==> src/rtl/fir_out_pkg.sv <==
// Shared types and widths for the FIR output serializer.
// Latency: n/a (package only).
// Backpressure: n/a (package only).
package fir_out_pkg;

    // Result width of the FIR core and width of the output pin bus;
    // the top-level wrapper uses the same constants.
    localparam int FIR_Y_W    = 16;
    localparam int OUT_BYTE_W = 8;

    // Serializer states: IDLE (nothing to send), HI (high byte on the bus),
    // LO (low byte on the bus).
    typedef enum logic [1:0] {
        IDLE = 2'd0,
        HI   = 2'd1,
        LO   = 2'd2
    } ser_state_t;

endpackage

==> src/rtl/fir_out_serializer_fifo.sv <==
// Purpose: synchronous word FIFO; head word visible on dout whenever !empty.
// Latency: a word pushed at edge N is readable (empty=0) after edge N; no bypass.
// Backpressure: push ignored when full unless a pop happens in the same cycle.
// Ports: clk, rst (sync, active-high), push/din, pop/dout, full, empty, level.
module sync_fifo #(
    parameter int WIDTH = 16,
    parameter int DEPTH = 4
) (
    input  logic                     clk,
    input  logic                     rst,
    input  logic                     push,
    input  logic [WIDTH-1:0]         din,
    input  logic                     pop,
    output logic [WIDTH-1:0]         dout,
    output logic                     full,
    output logic                     empty,
    output logic [$clog2(DEPTH):0]   level
);

    localparam int AW = $clog2(DEPTH);
    localparam logic [AW-1:0] PTR_ONE  = AW'(1);
    localparam logic [AW:0]   CNT_ONE  = (AW+1)'(1);
    localparam logic [AW:0]   CNT_FULL = (AW+1)'(DEPTH);

    logic [WIDTH-1:0] mem_q [DEPTH];
    logic [AW-1:0]    wr_ptr_q, wr_ptr_d;
    logic [AW-1:0]    rd_ptr_q, rd_ptr_d;
    logic [AW:0]      cnt_q, cnt_d;
    logic             do_push, do_pop;

    assign full  = (cnt_q == CNT_FULL);
    assign empty = (cnt_q == '0);
    assign level = cnt_q;
    assign dout  = mem_q[rd_ptr_q];

    always_comb begin
        do_pop   = pop && !empty;
        // When full, the slot being popped this cycle is the one written.
        do_push  = push && (!full || do_pop);
        wr_ptr_d = do_push ? wr_ptr_q + PTR_ONE : wr_ptr_q;
        rd_ptr_d = do_pop  ? rd_ptr_q + PTR_ONE : rd_ptr_q;
        case ({do_push, do_pop})
            2'b10:   cnt_d = cnt_q + CNT_ONE;
            2'b01:   cnt_d = cnt_q - CNT_ONE;
            default: cnt_d = cnt_q;
        endcase
    end

    always_ff @(posedge clk) begin
        if (rst) begin
            wr_ptr_q <= '0;
            rd_ptr_q <= '0;
            cnt_q    <= '0;
        end else begin
            wr_ptr_q <= wr_ptr_d;
            rd_ptr_q <= rd_ptr_d;
            cnt_q    <= cnt_d;
        end
    end

    // Storage needs no reset: contents are only observed behind cnt_q.
    always_ff @(posedge clk) begin
        if (do_push) begin
            mem_q[wr_ptr_q] <= din;
        end
    end

endmodule

==> src/rtl/fir_out_serializer.sv <==
// Purpose: buffer FIR results and send each as two bytes (high first) on a valid/ready stream.
// Latency: y_vld at edge N -> pop at edge N+1 -> high byte valid after edge N+1.
// Backpressure: out_rdy low stalls the byte in place; FIFO absorbs DEPTH words, extras drop and set ovf.
// Ports: clk, rst (sync, active-high); y_dat/y_vld from the FIR core;
//        out_byte/out_vld/out_rdy/out_last byte stream; ovf sticky drop flag; level FIFO occupancy.
module fir_out_serializer
    import fir_out_pkg::*;
#(
    parameter int DATA_W = FIR_Y_W,
    parameter int BYTE_W = OUT_BYTE_W,
    parameter int DEPTH  = 4
) (
    input  logic                    clk,
    input  logic                    rst,
    input  logic [DATA_W-1:0]       y_dat,
    input  logic                    y_vld,
    output logic [BYTE_W-1:0]       out_byte,
    output logic                    out_vld,
    input  logic                    out_rdy,
    output logic                    out_last,
    output logic                    ovf,
    output logic [$clog2(DEPTH):0]  level
);

    ser_state_t          state_q, state_d;
    logic [DATA_W-1:0]   hold_q, hold_d;
    logic [BYTE_W-1:0]   out_byte_q, out_byte_d;
    logic                out_vld_q, out_vld_d;
    logic                out_last_q, out_last_d;
    logic                ovf_q, ovf_d;

    logic                hs;
    logic                fifo_push, fifo_pop;
    logic                fifo_full, fifo_empty;
    logic [DATA_W-1:0]   fifo_dout;

    sync_fifo #(
        .WIDTH (DATA_W),
        .DEPTH (DEPTH)
    ) u_fifo (
        .clk   (clk),
        .rst   (rst),
        .push  (fifo_push),
        .din   (y_dat),
        .pop   (fifo_pop),
        .dout  (fifo_dout),
        .full  (fifo_full),
        .empty (fifo_empty),
        .level (level)
    );

    always_comb begin
        hs       = out_vld_q && out_rdy;
        state_d  = state_q;
        hold_d   = hold_q;
        fifo_pop = 1'b0;

        case (state_q)
            IDLE: begin
                if (!fifo_empty) begin
                    fifo_pop = 1'b1;
                    hold_d   = fifo_dout;
                    state_d  = HI;
                end
            end
            HI: begin
                if (hs) begin
                    state_d = LO;
                end
            end
            LO: begin
                if (hs) begin
                    // Reload straight from the FIFO so words leave with no bubble.
                    if (!fifo_empty) begin
                        fifo_pop = 1'b1;
                        hold_d   = fifo_dout;
                        state_d  = HI;
                    end else begin
                        state_d = IDLE;
                    end
                end
            end
            default: state_d = IDLE;
        endcase

        // A pop this cycle frees a slot, so a full FIFO still takes the word.
        fifo_push = y_vld && (!fifo_full || fifo_pop);
        ovf_d     = ovf_q || (y_vld && !fifo_push);

        // Outputs are registered from the next state, so out_rdy never
        // reaches out_vld/out_byte combinationally.
        out_vld_d  = (state_d != IDLE);
        out_last_d = (state_d == LO);
        out_byte_d = '0;
        if (state_d == HI) begin
            out_byte_d = hold_d[DATA_W-1:BYTE_W];
        end else if (state_d == LO) begin
            out_byte_d = hold_d[BYTE_W-1:0];
        end
    end

    always_ff @(posedge clk) begin
        if (rst) begin
            state_q    <= IDLE;
            hold_q     <= '0;
            out_byte_q <= '0;
            out_vld_q  <= 1'b0;
            out_last_q <= 1'b0;
            ovf_q      <= 1'b0;
        end else begin
            state_q    <= state_d;
            hold_q     <= hold_d;
            out_byte_q <= out_byte_d;
            out_vld_q  <= out_vld_d;
            out_last_q <= out_last_d;
            ovf_q      <= ovf_d;
        end
    end

    assign out_byte = out_byte_q;
    assign out_vld  = out_vld_q;
    assign out_last = out_last_q;
    assign ovf      = ovf_q;

endmodule

==> config.mk <==
export PLATFORM = sky130hd
export DESIGN_NAME = fir_out_serializer
export DESIGN_NICKNAME = d
export VERILOG_FILES = /design/src/rtl/fir_out_pkg.sv /design/src/rtl/fir_out_serializer_fifo.sv /design/src/rtl/fir_out_serializer.sv
export SDC_FILE = /design/constraint.sdc
export NUM_CORES = 1
export LEC_CHECK = 0
export CAP_MARGIN = 10
export CELL_PAD_IN_SITES_DETAIL_PLACEMENT = 1
export CELL_PAD_IN_SITES_GLOBAL_PLACEMENT = 2
export CORE_MARGIN = 2
export CORE_UTILIZATION = 35
export CTS_CLUSTER_SIZE = 28
export DETAILED_ROUTE_END_ITERATION = 12
export GPL_TIMING_DRIVEN = 0
export PLACE_DENSITY_LB_ADDON = 0.08
export SETUP_SLACK_MARGIN = 0.02
export SLEW_MARGIN = 30
export SYNTH_ARGS = -nofsm -noshare
export SYNTH_HDL_FRONTEND = slang
export SYNTH_SLANG_ARGS = --single-unit
==> constraint.sdc <==
create_clock -name clk -period 3 [get_ports clk]
set_input_delay 0.6 -clock clk [delete_from_list [all_inputs] [get_ports clk]]
set_output_delay 0.6 -clock clk [all_outputs]
set_load 0.02 [all_outputs]
==> flow_summary.ini, run 1 <==
[detailed_routing]
vias_per_cell = 4.89
routed_wl_um = 7580
wire_per_inst_um = 18.4
drc = 0
drtIter0Drc = 47
vias = 2014
drt-pass1-iter-count = 4
ant_nets = 0

[floorplanning]
initial_core_util_pct = 35.8
io-pin-count = 34
die_y_um = 109
die_w_um = 109
design.core.area_um2 = 10800
placementRows = 38
die_area_um2 = 11900

[clock_tree]
cts_num_sinks = 102
cts.clk_slew.worst_paths_ns = 0.10
ctsHtreeMaxLevel = 3
cts_made_buffers = 9
clockBufferDepth = 2
root_buffer = clkbuf_8
cts_tree = yes
worstSkewPairLatency_ns = 0.36
cts_hold_buf = 0

[setup_path]
cp.required_ns = 3.29
arrival_ns = 3.01
worst-path-max-fanout = 5
worstSetupPathType = in2reg
crit_path_end_kind = register
start_kind = primary input

[power_and_ir_drop]
power_frac_seq_pct = 44.4
comb_power_share_pct = 32.9
peakVddDrop_uv = 305
power_leakage_nw = 1.59
clockPowerShare_pct = 22.8
p_int_w = 0.00290
switching_share_pct = 28.8
switchingPower_w = 0.00118
power_density_nw_per_um2 = 885
power_w = 0.00408

[grt]
met2_usage_pct = 22.7
antenna_found_initial = 0
use_met1_pct = 18.8
grt-ovfl-total = 0
grt_pass1_wl_um = 12000
top_usage_layer = met2
grt_use_met3_pct = 3.26
grt_use_total_pct = 14.1
grt_start_max_net_pins = 17
grt_pass1_vias = 2116

[sta]
max_slew_margin_pct = 51.7
fin_tns_setup_ns = 0
worstMarginPinSlew_ns = 0.725
min_period_ns = 2.71
setup_viol = 0
fin_worst_skew_ns = 0.0115
post-route-period-util_pct = 90.4
rsz0062_at_grt = no
final_hold_viol_count = 0
fmax_ghz = 0.369
finalMaxSlewViolations = 0

[hold_path]
hold_path.class = reg2reg

[cells_and_area]
nNetsFinal = 294
layout_common_cells = edfxtp_1 (64), dfxtp_1 (38), clkdlybuf4s50_1 (32)
drive_gt1_share_pct = 21.3
final_area_um2 = 4610
syn2layout_area_growth_pct = 18.8
final_core_util_pct = 42.5
n_antenna_cell = 0
layout_commonest_cell = edfxtp_1

[yosys]
async_flop_share_pct = 0
yosysWarnings = 0
synth_edf_count = 64
ys_types = 34
ys_seq_elements = 102
syn_inst = 223
avgSynthCellArea_um2 = 17.4
syn_nets = 249
syn_area_um2 = 3880
yosys_most_used_dff = edfxtp_1
ys_seq_area_share_pct = 69.1

[placed_design]
place_area_um2 = 4380
gp_congestion = 0.661
placement.io_buffers = 32
dp.final_hpwl_um = 4760

[job]
cap_viol_max_count = 0

[outcome]
status = finished, final reports clean
==> path summary, 6_finish.rpt <==
kind / start / endpoint / slack (ns) / depth (start not counted)
hold reg to reg: ovf$_SDFF_PP0_ / ovf$_SDFF_PP0_ / 0.48 / 2
setup / recovery: out_rdy / u_fifo.level[2]$_SDFFE_PP0P_ / 0.29 / 11
hold / removal: ovf$_SDFF_PP0_ / ovf$_SDFF_PP0_ / 0.48 / 2
setup reg to reg: out_vld$_SDFF_PP0_ / u_fifo.level[2]$_SDFFE_PP0P_ / 0.64 / 10
==> registers in the layout, summed over array words and instances, names as in the netlist, named ones only <==
name and cells:
u_fifo.rd_ptr_q 2, u_fifo.mem_q 64, out_vld 1, out_byte 8
u_fifo.level 3, hold_q 16, u_fifo.wr_ptr_q 2, state_q 2
out_last 1, ovf 1
==> synth_stat cells (all sizes together), types with 3 or more instances <==
cell type,number,area (um^2)
edfxtp,64,1920
dfxtp,38,761
mux2,16,188
mux4,16,383
nor2b,16,100
nor2,9,33.8
a22o,8,70.1
a21oi,7,35.0
inv,7,26.3
buf,5,52.6
ha,5,62.6
and3,4,25.0
clkbuf,4,15.0
o21ai,3,15.0
==> metal layers <==
| metal | wire length, um | vias to the layer above |
|---|---|---|
| li1 | - | 930 |
| met1 | 3530 | 1037 |
| met2 | 3700 | 38 |
| met3 | 261 | 9 |
| met4 | 89 | 0 |
| met5 | 0 | - |
==> timing repair <==
item	4_1_cts	5_1_grt
resized for setup	0	0
setup endpoints to repair	0	1
setup buffers	0	2
==> stage by stage <==
| step | std cells | worst slack [ns] | hold slack [ns] |
|---|---|---|---|
| after floorplan | 223 | 0.551 | 0.484 |
| after global placement | 395 | -0.319 | 0.450 |
| after detailed placement | 395 | -0.348 | 0.468 |
| after CTS | 410 | 0.0327 | 0.489 |
| after global routing | 412 | 0.118 | 0.516 |
| final | 412 | 0.287 | 0.480 |
==> power groups by stage <==
stage / registers [W] / clock network [W] / logic (W)
5_1_grt: 0.00184 / 0.00102 / 0.00146
3_5_place_dp: 0.00185 / 0 / 0.00134
2_1_floorplan: 0.00190 / 0 / 0.000876
4_1_cts: 0.00182 / 0.000969 / 0.00134
6_report: 0.00181 / 0.000928 / 0.00134
3_3_place_gp: 0.00184 / 0 / 0.00133
==> logic make-up (layout without fill, tap and decap cells) <==
kind of cell | Yosys count | after routing | synth area share, %
DFF | 102 | 102 | 69.1
buffers and inverters | 16 | 65 | 2.42
xor gates and xnor gates | 4 | 4 | 0.903
adders and majority gates | 6 | 6 | 2.13
muxes | 32 | 32 | 14.7
AOI/OAI and AO/OA | 22 | 22 | 4.35
and+or+nand+nor | 41 | 41 | 6.35
==> area by class of cell <==
cell class                      instances  area [um^2]
Buffer                                  9         67.6
Clock buffer                           10          128
Clock inverter                          5         82.6
Fill cell                            1085         6230
Inverter                                7         26.3
Multi-Input combinational cell        105         1110
Sequential cell                       102         2680
Tap cell                              140          175
Timing Repair Buffer                   34          335
==> worst max-delay path: stages <==
cell and delay, ns:
clkdlybuf4s50_1 0.46, a21boi_2 0.37, o211a_1 0.26, nor2_1 0.06, inv_1 0.05, ha_1 0.16, inv_1 0.06, fa_1 0.37
xor2_1 0.16, or3_1 0.31, a21oi_1 0.14
(Power assumes the default switching activity.)
==> inputs of run 2 (changes only) <==
- clock period: 3 -> 2.21 ns (I/O delays scaled with it)
==> run 2 against run 1 <==
Net effect:
- count of clock-buffer cells in the layout down 1
- non-clock buffer count is 4 higher
- first-iteration DRC count down 21%
- global-route usage down 0.37 points
- utilization grew 0.37 points
- critical path depth is the same
- combinational power up 40%
- clock power grew 19%
- clock skew grew 0.0016 ns
- worst hold slack improved by 0.0010 ns
- setup slack lost 0.16 ns
- sequential power up 37%
==> flow_summary.ini, run 2 (synthesized netlist as in run 1, its figures left out) <==
[detailed_routing]
wl_met3_um = 240
routed_wl_um = 7550
route.met2.wl_um = 3890
top_layer = met4
vias_per_cell = 4.77
drc = 0
vias = 1985
drt-pass1-iter-count = 4
wire_per_inst_um = 18.1
wl_met1_um = 3320
ant_nets = 0
drtIter0Drc = 37

[power_and_ir_drop]
power_density_nw_per_um2 = 1170
clockPowerShare_pct = 20.2
p_int_w = 0.00379
power_frac_seq_pct = 45.5
peakVddDrop_uv = 393
comb_power_share_pct = 34.2
switching_share_pct = 30.5
power_leakage_nw = 1.61
switchingPower_w = 0.00166

[clock_tree]
cts_made_buffers = 9
cts_num_sinks = 102
root_buffer = clkbuf_8
cts_hold_buf = 0
worstSkewPairLatency_ns = 0.37
clockBufferDepth = 2
ctsHtreeMaxLevel = 3
cts.clk_slew.worst_paths_ns = 0.10
cts_tree = yes

[setup_path]
cp_cell_sequence = dlygate4sd2_1 -> a21boi_4 -> o211a_1 -> nor2_1 -> inv_1 -> ha_4 -> inv_1 -> fa_2 -> xor2_1 -> or3_1 -> a21oi_1
worst-path-max-fanout = 4
worstSetupPathType = in2reg
cp_top_family = compound AO/OA/AOI/OAI gates
arrival_ns = 2.37
start_kind = primary input
cp.buffers_inverters = 3
r2r-start = state_q[1]$_SDFF_PP0_
crit_path_end_kind = register
path_common_cell = inv_1
slowest_delay_ns = 0.33
crit_slowest_cell = fa_2
reg2reg_to = u_fifo.level[2]$_SDFFE_PP0P_
cp.required_ns = 2.50
rr_worst_depth = 10
r2r_setup_slack_ns = 0.14

[sta]
fmax_ghz = 0.480
final_hold_viol_count = 0
min_period_ns = 2.08
finalMaxSlewViolations = 0
max_slew_margin_pct = 43.9
layout_setup_ws_ns = 0.128
whs_ns = 0.481
rsz0062_at_grt = no
worstMarginPinSlew_ns = 0.841
post-route-period-util_pct = 94.2
fin_worst_skew_ns = 0.0132
setup_viol = 0

[floorplanning]
die_w_um = 109
die_area_um2 = 11900
placementRows = 38
die_y_um = 109
initial_core_util_pct = 35.8
design.core.area_um2 = 10800
io-pin-count = 34

[cells_and_area]
n_fill_cell = 1081
final_core_util_pct = 42.9
nNetsFinal = 298
n_antenna_cell = 0
drive_gt1_share_pct = 25.0
syn2layout_area_growth_pct = 19.8
layout_common_cells = edfxtp_1 (64), dfxtp_1 (33), clkdlybuf4s50_1 (31)
largest_register = u_fifo.mem_q
layout_commonest_cell = edfxtp_1
largest_register_ffs = 64

[placed_design]
dp.final_hpwl_um = 4720
dpl_worst_slack_ns = -0.852
gp_congestion = 0.701
placement.io_buffers = 32

[hold_path]
hp-start = ovf$_SDFF_PP0_
hold_path.class = reg2reg
hold_depth = 2
hold_end = ovf$_SDFF_PP0_

[grt]
grt_pass1_vias = 2124
grt_start_max_net_pins = 19
grt-ovfl-total = 0
grt_pass1_wl_um = 11700
grt_use_total_pct = 13.7
antenna_found_initial = 0

[outcome]
status = finished, final reports clean

[job]
cap_viol_max_count = 0
run 2: cell count changes in the layout (fill, tap and decap cells not counted), sizes merged:
| cell | delta |
|---|---|
| clkbuf | -1 |
| buf | +4 |
| dlygate4sd2 | +1 |
| inv | +2 |
| clkdlybuf4s50 | -1 |
| bufinv | -2 |
| clkinv | +1 |
run 2: final cells by class:
class / instances / area (um^2) / area share, %
Multi-Input combinational cell: 105 / 1140 / 24.5
Tap cell: 140 / 175 / 3.77
Sequential cell: 102 / 2700 / 58.0
Buffer: 9 / 67.6 / 1.45
Inverter: 7 / 26.3 / 0.565
Clock inverter: 6 / 56.3 / 1.21
Clock buffer: 9 / 124 / 2.66
Timing Repair Buffer: 38 / 364 / 7.83
run 2: worst min-delay path, stage by stage, from the launching register on:
cell and delay, ns:
dfxtp_1 0.34, a21oi_1 0.04, nor2_1 0.07
run 2: repair_timing:
action / 4_1_cts / 5_1_grt
pin swaps: 3 / 2
hold endpoints to repair: 0 / 0
gates resized for setup: 1 / 1
buffers inserted: 5 / 1
endpoints found under the setup margin: 2 / 1
run 2: per-stage QoR:
step / cell area, um^2 / total power [W] / TNS (ns) / std cells
6_report: 4650 / 0.00546 / 0 / 416
3_5_place_dp: 4420 / 0.00438 / -25.10 / 395
3_3_place_gp: 4420 / 0.00436 / -48.45 / 395
4_1_cts: 4640 / 0.00555 / 0 / 415
2_1_floorplan: 3920 / 0.00383 / 0 / 223
5_1_grt: 4650 / 0.00577 / 0 / 416
run 2: worst max path at each step:
stage,cells past startpoint,slack [ns],start,end
final,11,0.13,out_rdy,u_fifo.level[2]$_SDFFE_PP0P_
after global routing,10,0.02,state_q[1]$_SDFF_PP0_,u_fifo.level[2]$_SDFFE_PP0P_
after CTS,10,0.09,state_q[1]$_SDFF_PP0_,u_fifo.level[2]$_SDFFE_PP0P_
after detailed placement,10,-0.85,out_rdy,u_fifo.level[2]$_SDFFE_PP0P_
after global placement,10,-0.84,out_rdy,u_fifo.level[2]$_SDFFE_PP0P_
after floorplan,9,0.02,u_fifo.level[0]$_SDFFE_PP0P_,u_fifo.level[2]$_SDFFE_PP0P_
run 2: power by group through the flow:
stage                     clock network, W  logic [W]  registers [W]
after floorplan                          0    0.00123        0.00260
after global placement                   0    0.00184        0.00252
after detailed placement                 0    0.00185        0.00253
after CTS                          0.00115    0.00191        0.00249
after global routing               0.00121    0.00204        0.00252
final                              0.00110    0.00187        0.00248
run 2: per-layer routing:
layer  vias to the layer above  track usage (%)
met4                         0             4.61
met1                      1002             16.9
met3                         8             3.20
met2                        32             23.7
met5                         -                0
li1                        943                -
